--- config.mk ---
export PLATFORM = sky130hd
export DESIGN_NAME = hi_read_rx_xcorr_mc_flat
export DESIGN_NICKNAME = d
export VERILOG_FILES = /design/src/rtl/hi_read_rx_xcorr_mc_if.sv /design/src/rtl/hi_read_rx_xcorr_mc.sv /design/src/flat_wrapper.sv
export SDC_FILE = /design/constraint.sdc
export NUM_CORES = 1
export LEC_CHECK = 0
export CORE_AREA = 2 2 136 138
export CTS_BUF_LIST = sky130_fd_sc_hd__clkbuf_8
export CTS_CLUSTER_SIZE = 20
export DETAILED_ROUTE_END_ITERATION = 10
export DIE_AREA = 0 0 138 140
export SETUP_SLACK_MARGIN = 0.1
export SYNTH_ARGS = -nofsm -noshare
export SYNTH_HDL_FRONTEND = slang
export SYNTH_SLANG_ARGS = --single-unit
--- constraint.sdc ---
create_clock -name adc_clk -period 4.93 [get_ports adc_clk]
set_input_delay 0.493 -clock adc_clk [delete_from_list [all_inputs] [get_ports adc_clk]]
set_output_delay 0.493 -clock adc_clk [all_outputs]
set_load 0.02 [all_outputs]
--- src/rtl/hi_read_rx_xcorr_mc_if.sv ---
// Bundles the correlator's run-time controls, sample input and SSP-side outputs.
// The master side drives the sample and controls; the slave side is the correlator.
interface hi_read_rx_xcorr_mc_if #(
  parameter int ADC_W = 8,
  parameter int OUT_W = 8
);
  logic [ADC_W-1:0] adc_d;
  logic [1:0]       sc_mode;
  logic [3:0]       gain_shift;
  logic [OUT_W-1:0] thresh;
  logic             snoop;
  logic             ssp_clk;
  logic             ssp_frame;
  logic             ssp_din;
  logic             corr_valid;
  logic             tag_detect;
  logic             dbg;

  modport master (
    output adc_d, sc_mode, gain_shift, thresh, snoop,
    input  ssp_clk, ssp_frame, ssp_din, corr_valid, tag_detect, dbg
  );

  modport slave (
    input  adc_d, sc_mode, gain_shift, thresh, snoop,
    output ssp_clk, ssp_frame, ssp_din, corr_valid, tag_detect, dbg
  );
endinterface

--- src/rtl/hi_read_rx_xcorr_mc.sv ---
// HF reader-mode subcarrier correlator: correlates ADC samples against I/Q
// square-wave references over a 2^WIN_LOG2 window, then shifts the saturated
// I/Q pair out over SSP, optionally carrying the reader AM hysteresis bit.
module hi_read_rx_xcorr_mc #(
  parameter int ADC_W    = 8,
  parameter int WIN_LOG2 = 7,
  parameter int OUT_W    = 8,
  parameter int HYST_W   = 12
) (
  input logic                   adc_clk,
  input logic                   reset,
  hi_read_rx_xcorr_mc_if.slave  bus
);

  localparam int ACC_W = ADC_W + WIN_LOG2 + 1;
  localparam int SR_W  = 2 * OUT_W;
  localparam int IDX_W = $clog2(WIN_LOG2);
  localparam logic [WIN_LOG2-1:0] CNT_HALF = {1'b1, {(WIN_LOG2-1){1'b0}}};

  logic [WIN_LOG2-1:0]     cnt;
  logic [1:0]              sc_mode_q;
  logic [3:0]              gain_shift_q;
  logic [OUT_W-1:0]        thresh_q;
  logic                    snoop_q;
  logic                    primed;
  logic signed [ACC_W-1:0] acc_i;
  logic signed [ACC_W-1:0] acc_q;
  logic signed [ACC_W-1:0] adc_ext;
  logic                    after_hyst;
  logic [HYST_W-1:0]       low_cnt;
  logic                    hbit_i;
  logic                    hbit_q;
  logic [SR_W-1:0]         shift_reg;
  logic                    ssp_clk_q;
  logic                    ssp_frame_q;
  logic                    corr_valid_q;
  logic                    tag_detect_q;

  int                      ref_b_int;
  logic [IDX_W-1:0]        ref_b;
  logic [IDX_W-1:0]        ref_b_lo;
  logic                    ref_i;
  logic                    ref_q;

  logic signed [ACC_W-1:0] s_i, s_q, c_i, c_q, cs_i, cs_q;
  logic [OUT_W-1:0]        norm_i, norm_q, out_i, out_q;
  logic [OUT_W:0]          abs_i, abs_q, mag_sum;
  logic                    tag_next;

  // Clamp a signed value to the range of a w-bit two's-complement word.
  function automatic logic signed [ACC_W-1:0] clamp(input logic signed [ACC_W-1:0] v,
                                                    input int w);
    logic signed [ACC_W-1:0] hi_lim;
    logic signed [ACC_W-1:0] lo_lim;
    hi_lim = ACC_W'((1 << (w - 1)) - 1);
    lo_lim = ~hi_lim;
    if (v > hi_lim)      return hi_lim;
    else if (v < lo_lim) return lo_lim;
    else                 return v;
  endfunction

  assign adc_ext = signed'({{(ACC_W-ADC_W){1'b0}}, bus.adc_d});

  // Select the reference bit for the captured subcarrier rate and derive I/Q references.
  always_comb begin
    ref_b_int = 3 + int'(sc_mode_q);
    if (ref_b_int > WIN_LOG2 - 1) ref_b_int = WIN_LOG2 - 1;
    ref_b    = IDX_W'(ref_b_int);
    ref_b_lo = IDX_W'(ref_b_int - 1);
    ref_i    = ~cnt[ref_b];
    ref_q    = ~(cnt[ref_b] ^ cnt[ref_b_lo]);
  end

  // Scale and saturate the finished window into output words and the tag-detect decision.
  always_comb begin
    s_i    = acc_i >>> gain_shift_q;
    s_q    = acc_q >>> gain_shift_q;
    c_i    = clamp(s_i, OUT_W);
    c_q    = clamp(s_q, OUT_W);
    cs_i   = clamp(s_i >>> 1, OUT_W - 1);
    cs_q   = clamp(s_q >>> 1, OUT_W - 1);
    norm_i = c_i[OUT_W-1:0];
    norm_q = c_q[OUT_W-1:0];
    out_i  = snoop_q ? {cs_i[OUT_W-2:0], hbit_i} : norm_i;
    out_q  = snoop_q ? {cs_q[OUT_W-2:0], hbit_q} : norm_q;
    abs_i  = norm_i[OUT_W-1] ? ({1'b0, ~norm_i} + (OUT_W+1)'(1)) : {1'b0, norm_i};
    abs_q  = norm_q[OUT_W-1] ? ({1'b0, ~norm_q} + (OUT_W+1)'(1)) : {1'b0, norm_q};
    mag_sum  = abs_i + abs_q;
    tag_next = (mag_sum >= {1'b0, thresh_q});
  end

  // Free-running sample counter; controls are sampled only at window start.
  always_ff @(negedge adc_clk or posedge reset) begin
    if (reset) begin
      cnt          <= '0;
      sc_mode_q    <= '0;
      gain_shift_q <= '0;
      thresh_q     <= '0;
      snoop_q      <= 1'b0;
      primed       <= 1'b0;
    end else begin
      cnt <= cnt + 1'b1;
      if (cnt == '0) begin
        sc_mode_q    <= bus.sc_mode;
        gain_shift_q <= bus.gain_shift;
        thresh_q     <= bus.thresh;
        snoop_q      <= bus.snoop;
        primed       <= 1'b1;
      end
    end
  end

  // Correlate: restart with +sample at window start, otherwise add/subtract per reference.
  always_ff @(negedge adc_clk or posedge reset) begin
    if (reset) begin
      acc_i <= '0;
      acc_q <= '0;
    end else if (cnt == '0) begin
      acc_i <= adc_ext;
      acc_q <= adc_ext;
    end else begin
      acc_i <= ref_i ? (acc_i + adc_ext) : (acc_i - adc_ext);
      acc_q <= ref_q ? (acc_q + adc_ext) : (acc_q - adc_ext);
    end
  end

  // Reader AM hysteresis with low-timeout, plus snapshots for the embedded snoop bits.
  always_ff @(negedge adc_clk or posedge reset) begin
    if (reset) begin
      after_hyst <= 1'b0;
      low_cnt    <= '0;
      hbit_i     <= 1'b0;
      hbit_q     <= 1'b0;
    end else begin
      if (after_hyst)            low_cnt <= '0;
      else if (low_cnt == '1)    low_cnt <= '0;
      else                       low_cnt <= low_cnt + 1'b1;
      if (bus.adc_d == '1)       after_hyst <= 1'b1;
      else if (bus.adc_d == '0)  after_hyst <= 1'b0;
      if (!after_hyst && low_cnt == '1) after_hyst <= 1'b1;
      if (cnt == '0)             hbit_i <= after_hyst;
      if (cnt == CNT_HALF)       hbit_q <= after_hyst;
    end
  end

  // Load the finished I/Q pair at window start and shift it out MSB first on SSP.
  always_ff @(negedge adc_clk or posedge reset) begin
    if (reset) begin
      shift_reg    <= '0;
      ssp_clk_q    <= 1'b0;
      ssp_frame_q  <= 1'b0;
      corr_valid_q <= 1'b0;
      tag_detect_q <= 1'b0;
    end else begin
      corr_valid_q <= (cnt == '0) && primed;
      ssp_frame_q  <= (cnt[WIN_LOG2-1:2] == '0);
      if (cnt[1:0] == 2'b00)      ssp_clk_q <= 1'b1;
      else if (cnt[1:0] == 2'b10) ssp_clk_q <= 1'b0;
      if (cnt == '0) begin
        shift_reg <= {out_i, out_q};
        if (primed) tag_detect_q <= tag_next;
      end else if (cnt[1:0] == 2'b00) begin
        shift_reg <= {shift_reg[SR_W-2:0], 1'b0};
      end
    end
  end

  assign bus.ssp_clk    = ssp_clk_q;
  assign bus.ssp_frame  = ssp_frame_q;
  assign bus.ssp_din    = shift_reg[SR_W-1];
  assign bus.corr_valid = corr_valid_q;
  assign bus.tag_detect = tag_detect_q;
  assign bus.dbg        = cnt[3];

endmodule
--- src/flat_wrapper.sv ---
// flat-port wrapper written by rule: the top's interface ports become plain ports
module hi_read_rx_xcorr_mc_flat 
#(
  parameter int ADC_W    = 8,
  parameter int WIN_LOG2 = 7,
  parameter int OUT_W    = 8,
  parameter int HYST_W   = 12
)
  (adc_clk, reset, bus_adc_d, bus_sc_mode, bus_gain_shift, bus_thresh, bus_snoop, bus_ssp_clk, bus_ssp_frame, bus_ssp_din, bus_corr_valid, bus_tag_detect, bus_dbg);
  hi_read_rx_xcorr_mc_if #(.ADC_W(ADC_W), .OUT_W(OUT_W)) bus_i ();
  input logic adc_clk;
  input logic reset;
  input wire logic [$bits(bus_i.adc_d)-1:0] bus_adc_d;
  input wire logic [$bits(bus_i.sc_mode)-1:0] bus_sc_mode;
  input wire logic [$bits(bus_i.gain_shift)-1:0] bus_gain_shift;
  input wire logic [$bits(bus_i.thresh)-1:0] bus_thresh;
  input wire logic [$bits(bus_i.snoop)-1:0] bus_snoop;
  output wire logic [$bits(bus_i.ssp_clk)-1:0] bus_ssp_clk;
  output wire logic [$bits(bus_i.ssp_frame)-1:0] bus_ssp_frame;
  output wire logic [$bits(bus_i.ssp_din)-1:0] bus_ssp_din;
  output wire logic [$bits(bus_i.corr_valid)-1:0] bus_corr_valid;
  output wire logic [$bits(bus_i.tag_detect)-1:0] bus_tag_detect;
  output wire logic [$bits(bus_i.dbg)-1:0] bus_dbg;
  assign bus_i.adc_d = bus_adc_d;
  assign bus_i.sc_mode = bus_sc_mode;
  assign bus_i.gain_shift = bus_gain_shift;
  assign bus_i.thresh = bus_thresh;
  assign bus_i.snoop = bus_snoop;
  assign bus_ssp_clk = bus_i.ssp_clk;
  assign bus_ssp_frame = bus_i.ssp_frame;
  assign bus_ssp_din = bus_i.ssp_din;
  assign bus_corr_valid = bus_i.corr_valid;
  assign bus_tag_detect = bus_i.tag_detect;
  assign bus_dbg = bus_i.dbg;
  hi_read_rx_xcorr_mc #(.ADC_W(ADC_W), .WIN_LOG2(WIN_LOG2), .OUT_W(OUT_W), .HYST_W(HYST_W)) u_core (.adc_clk(adc_clk), .reset(reset), .bus(bus_i));
endmodule
==> flow_summary.json <==
{
  "clock_latency_ns": 0.37,
  "grtUsageTotal_pct": 22.07,
  "via_per_inst": 5.505,
  "critPathKind": "in -> reg",
  "fin_nets": 1096,
  "rows": 49,
  "htreeDepth": 3,
  "drive_above_1_share_pct": 31.63,
  "synth_edf_count": 0,
  "synth-async-reset-ratio_pct": 100.0,
  "p_int_uw": 3772,
  "drtAntennaViolNets": 0,
  "yosys_warnings": 0,
  "avgRoutedWirePerCell_um": 17.24,
  "p_switching_uw": 2903,
  "cts_hold_buffers": 0,
  "cts_tree": "yes",
  "start_util_pct": 44.27,
  "power_uw": 6675,
  "skew_ns": 0.01093,
  "p_seq_share_pct": 18.2,
  "area_growth_pct": 30.89,
  "die_y_um": 140,
  "finalHoldViolCount": 0,
  "totalWireLength_mm": 21.45,
  "grt_overflow": 0,
  "syn_area_mm2": 0.007871,
  "slew_viol_final": 0,
  "setup_slack_ns": -0.6634,
  "grt_max_degree": 43,
  "tightestPinTransition_ns": 0.9419,
  "cp_data_arrival_time_ns": 3.30,
  "combPwrFrac_pct": 72.7,
  "yosysMostFrequentCell": "dfrtn_1",
  "die_w_um": 138,
  "synth-main-ff-cell": "dfrtn_1",
  "slew-limit-headroom_pct": 37.21,
  "clkSinkCount": 90,
  "drtPass1Iterations": 4,
  "clock_path_buffers": 2,
  "hpwl_mm": 15.49,
  "cp-end-kind": "register",
  "synth_top_family_by_area": "compound AO/OA/AOI/OAI gates",
  "antenna_cells": 0,
  "post-route-util_pct": 57.95,
  "antenna_found_initial": 0,
  "cts_inserted_buffers": 9,
  "setup_viol": 19,
  "synth_compound_area_share_pct": 18.28,
  "core_mm2": 0.01778,
  "boundaryPins": 31,
  "io_buffers": 30,
  "synthesis.nets": 950,
  "maxCapViolations": 0,
  "path_max_fanout": 2,
  "clk_pin_slew_ns": 0.07,
  "cts_root_buf": "clkbuf_8",
  "power_density_mw_per_mm2": 647.9,
  "gp_congestion": 0.8862,
  "muxShareOfSynthArea_pct": 13.34,
  "clkPwrFrac_pct": 9.1,
  "synth-xor-area-share_pct": 6.676,
  "yosys.area.top_type_share_pct": 28.61,
  "synthCells": 864,
  "synth_simple_gate_area_share_pct": 17.49,
  "synth.largest_area_cell": "dfrtn_1",
  "worstSetupStartpointType": "input port",
  "required_ns": 2.64,
  "swShare_pct": 43.49,
  "ir_worst_vdd_v": 0.0004821,
  "vias": 6848,
  "postSynthAreaPerCell_um2": 9.110,
  "outcome": "finished with violations",
  "grt_pass1_wl_mm": 34.62,
  "synth.yosys.seq_area_share_pct": 28.61,
  "leakagePower_uw": 0.004559,
  "synth_area_leaders": "dfrtn_1 29%, ha_1 9.2%, mux4_2 4.9%",
  "yosys_register_bits": 90,
  "synth_cell_types": 84,
  "synthAdderAreaFrac_pct": 9.983,
  "drt_iter0_drc": 316,
  "rsz0062_at_grt": "true",
  "worstHoldPathType": "reg -> reg",
  "dieArea_mm2": 0.01932,
  "violations": "negative setup slack",
  "drc": 0,
  "grt_pass1_vias": 6849,
  "synth_commonest_cells": "90 x dfrtn_1, 88 x nand2_1, 63 x nor2_1"
}
[metrics by stage]
step           worst slack (ns)  setup TNS, ns  instance area, um^2  hold slack, ns  cells
3_3_place_gp             -1.284         -24.84                 9358          0.4019   1205
5_1_grt                 -0.7793         -10.42                10300          0.4405   1244
2_1_floorplan           -0.6731         -7.767                 8046          0.3750    864
6_report                -0.6634         -8.320                10300          0.4136   1244
3_5_place_dp             -1.341         -25.68                 9358          0.4150   1205
4_1_cts                 -0.8283         -9.613                 9871          0.4158   1228
[repair_timing]
| item | CTS | global route |
|---|---|---|
| resized for setup | 62 | 68 |
| endpoints found under the hold margin | 0 | 0 |
| cloned | 0 | 1 |
| buffers inserted | 8 | 16 |
| setup endpoints to repair | 27 | 24 |
| pin swaps | 32 | 50 |
[area by class of cell]
cell class	count	area [um^2]
clock buffers	9	123.9
clock inverters	7	101.3
fillers	1583	7477
inverters	52	214.0
multi-input cells	680	5804
flip-flops and latches	90	2252
well taps	229	286.5
repair buffers	177	1520
[critical path, cell delays in order]
cell	delay [ns]
buf_6	0.09
or3_4	0.38
or3_4	0.35
buf_4	0.15
buf_4	0.12
nand2_2	0.06
xor2_1	0.16
ha_2	0.30
or2_4	0.26
a21oi_4	0.17
o41ai_4	0.13
a2111oi_4	0.40
o21a_1	0.19
nor3_2	0.04
[power groups by stage]
stage	clock (uW)	sequential (uW)	combinational (uW)
global placement	0	1200	4040
floorplan	0	1080	2920
finish	607	1210	4850
global route	647	1240	5360
CTS	621	1200	4360
detailed placement	0	1210	4080
[layer usage]
metal / vias up / track usage, % / share of wire (%)
met4: 0 / 7.411 / 2.7
met2: 106 / 38.67 / 49
li1: 3416 / - / -
met3: 32 / 3.145 / 2.9
met1: 3294 / 28.10 / 45
met5: - / 0 / 0
[worst paths after layout]
path	from	end	slack (ns)	cells after the start
worst min-delay path	u_core.low_cnt[0]$_DFF_NP0_	u_core.low_cnt[0]$_DFF_NP0_	0.41	1
max in group asynchronous	reset	u_core.shift_reg[12]$_DFFE_NP0P_	1.39	3
worst max-delay path	bus_adc_d[2]	u_core.acc_i[14]$_DFF_NP0_	-0.66	14
worst max register to register	u_core.gain_shift_q[0]$_DFFE_NP0P_	u_core.bus.tag_detect$_DFFE_NP0P_	0.28	22
min in group asynchronous	reset	u_core.cnt[0]$_DFF_NP0_	2.83	2
worst min register to register	u_core.low_cnt[0]$_DFF_NP0_	u_core.low_cnt[0]$_DFF_NP0_	0.41	1
[cells in the final DEF (no fill, tap or decap), types with 24 or more instances in the layout]
| cell type | count |
|---|---|
| dfrtn_1 | 90 |
| xor2_1 | 30 |
| xnor2_1 | 29 |
| nor2_1 | 58 |
| o21ai_0 | 44 |
| inv_1 | 48 |
| clkdlybuf4s50_1 | 24 |
| a21oi_1 | 28 |
| buf_4 | 132 |
| nand3_1 | 24 |
| ha_1 | 46 |
| nand2_1 | 82 |
[cells by family after synthesis]
| logic type | count (synthesis) |
|---|---|
| mux | 64 |
| flops | 90 |
| xor+xnor | 60 |
| buf+inv | 94 |
| fa+ha+maj | 61 |
| simple gates | 280 |
| compound gates | 215 |
No activity file was read; power rests on OpenSTA's default activity.
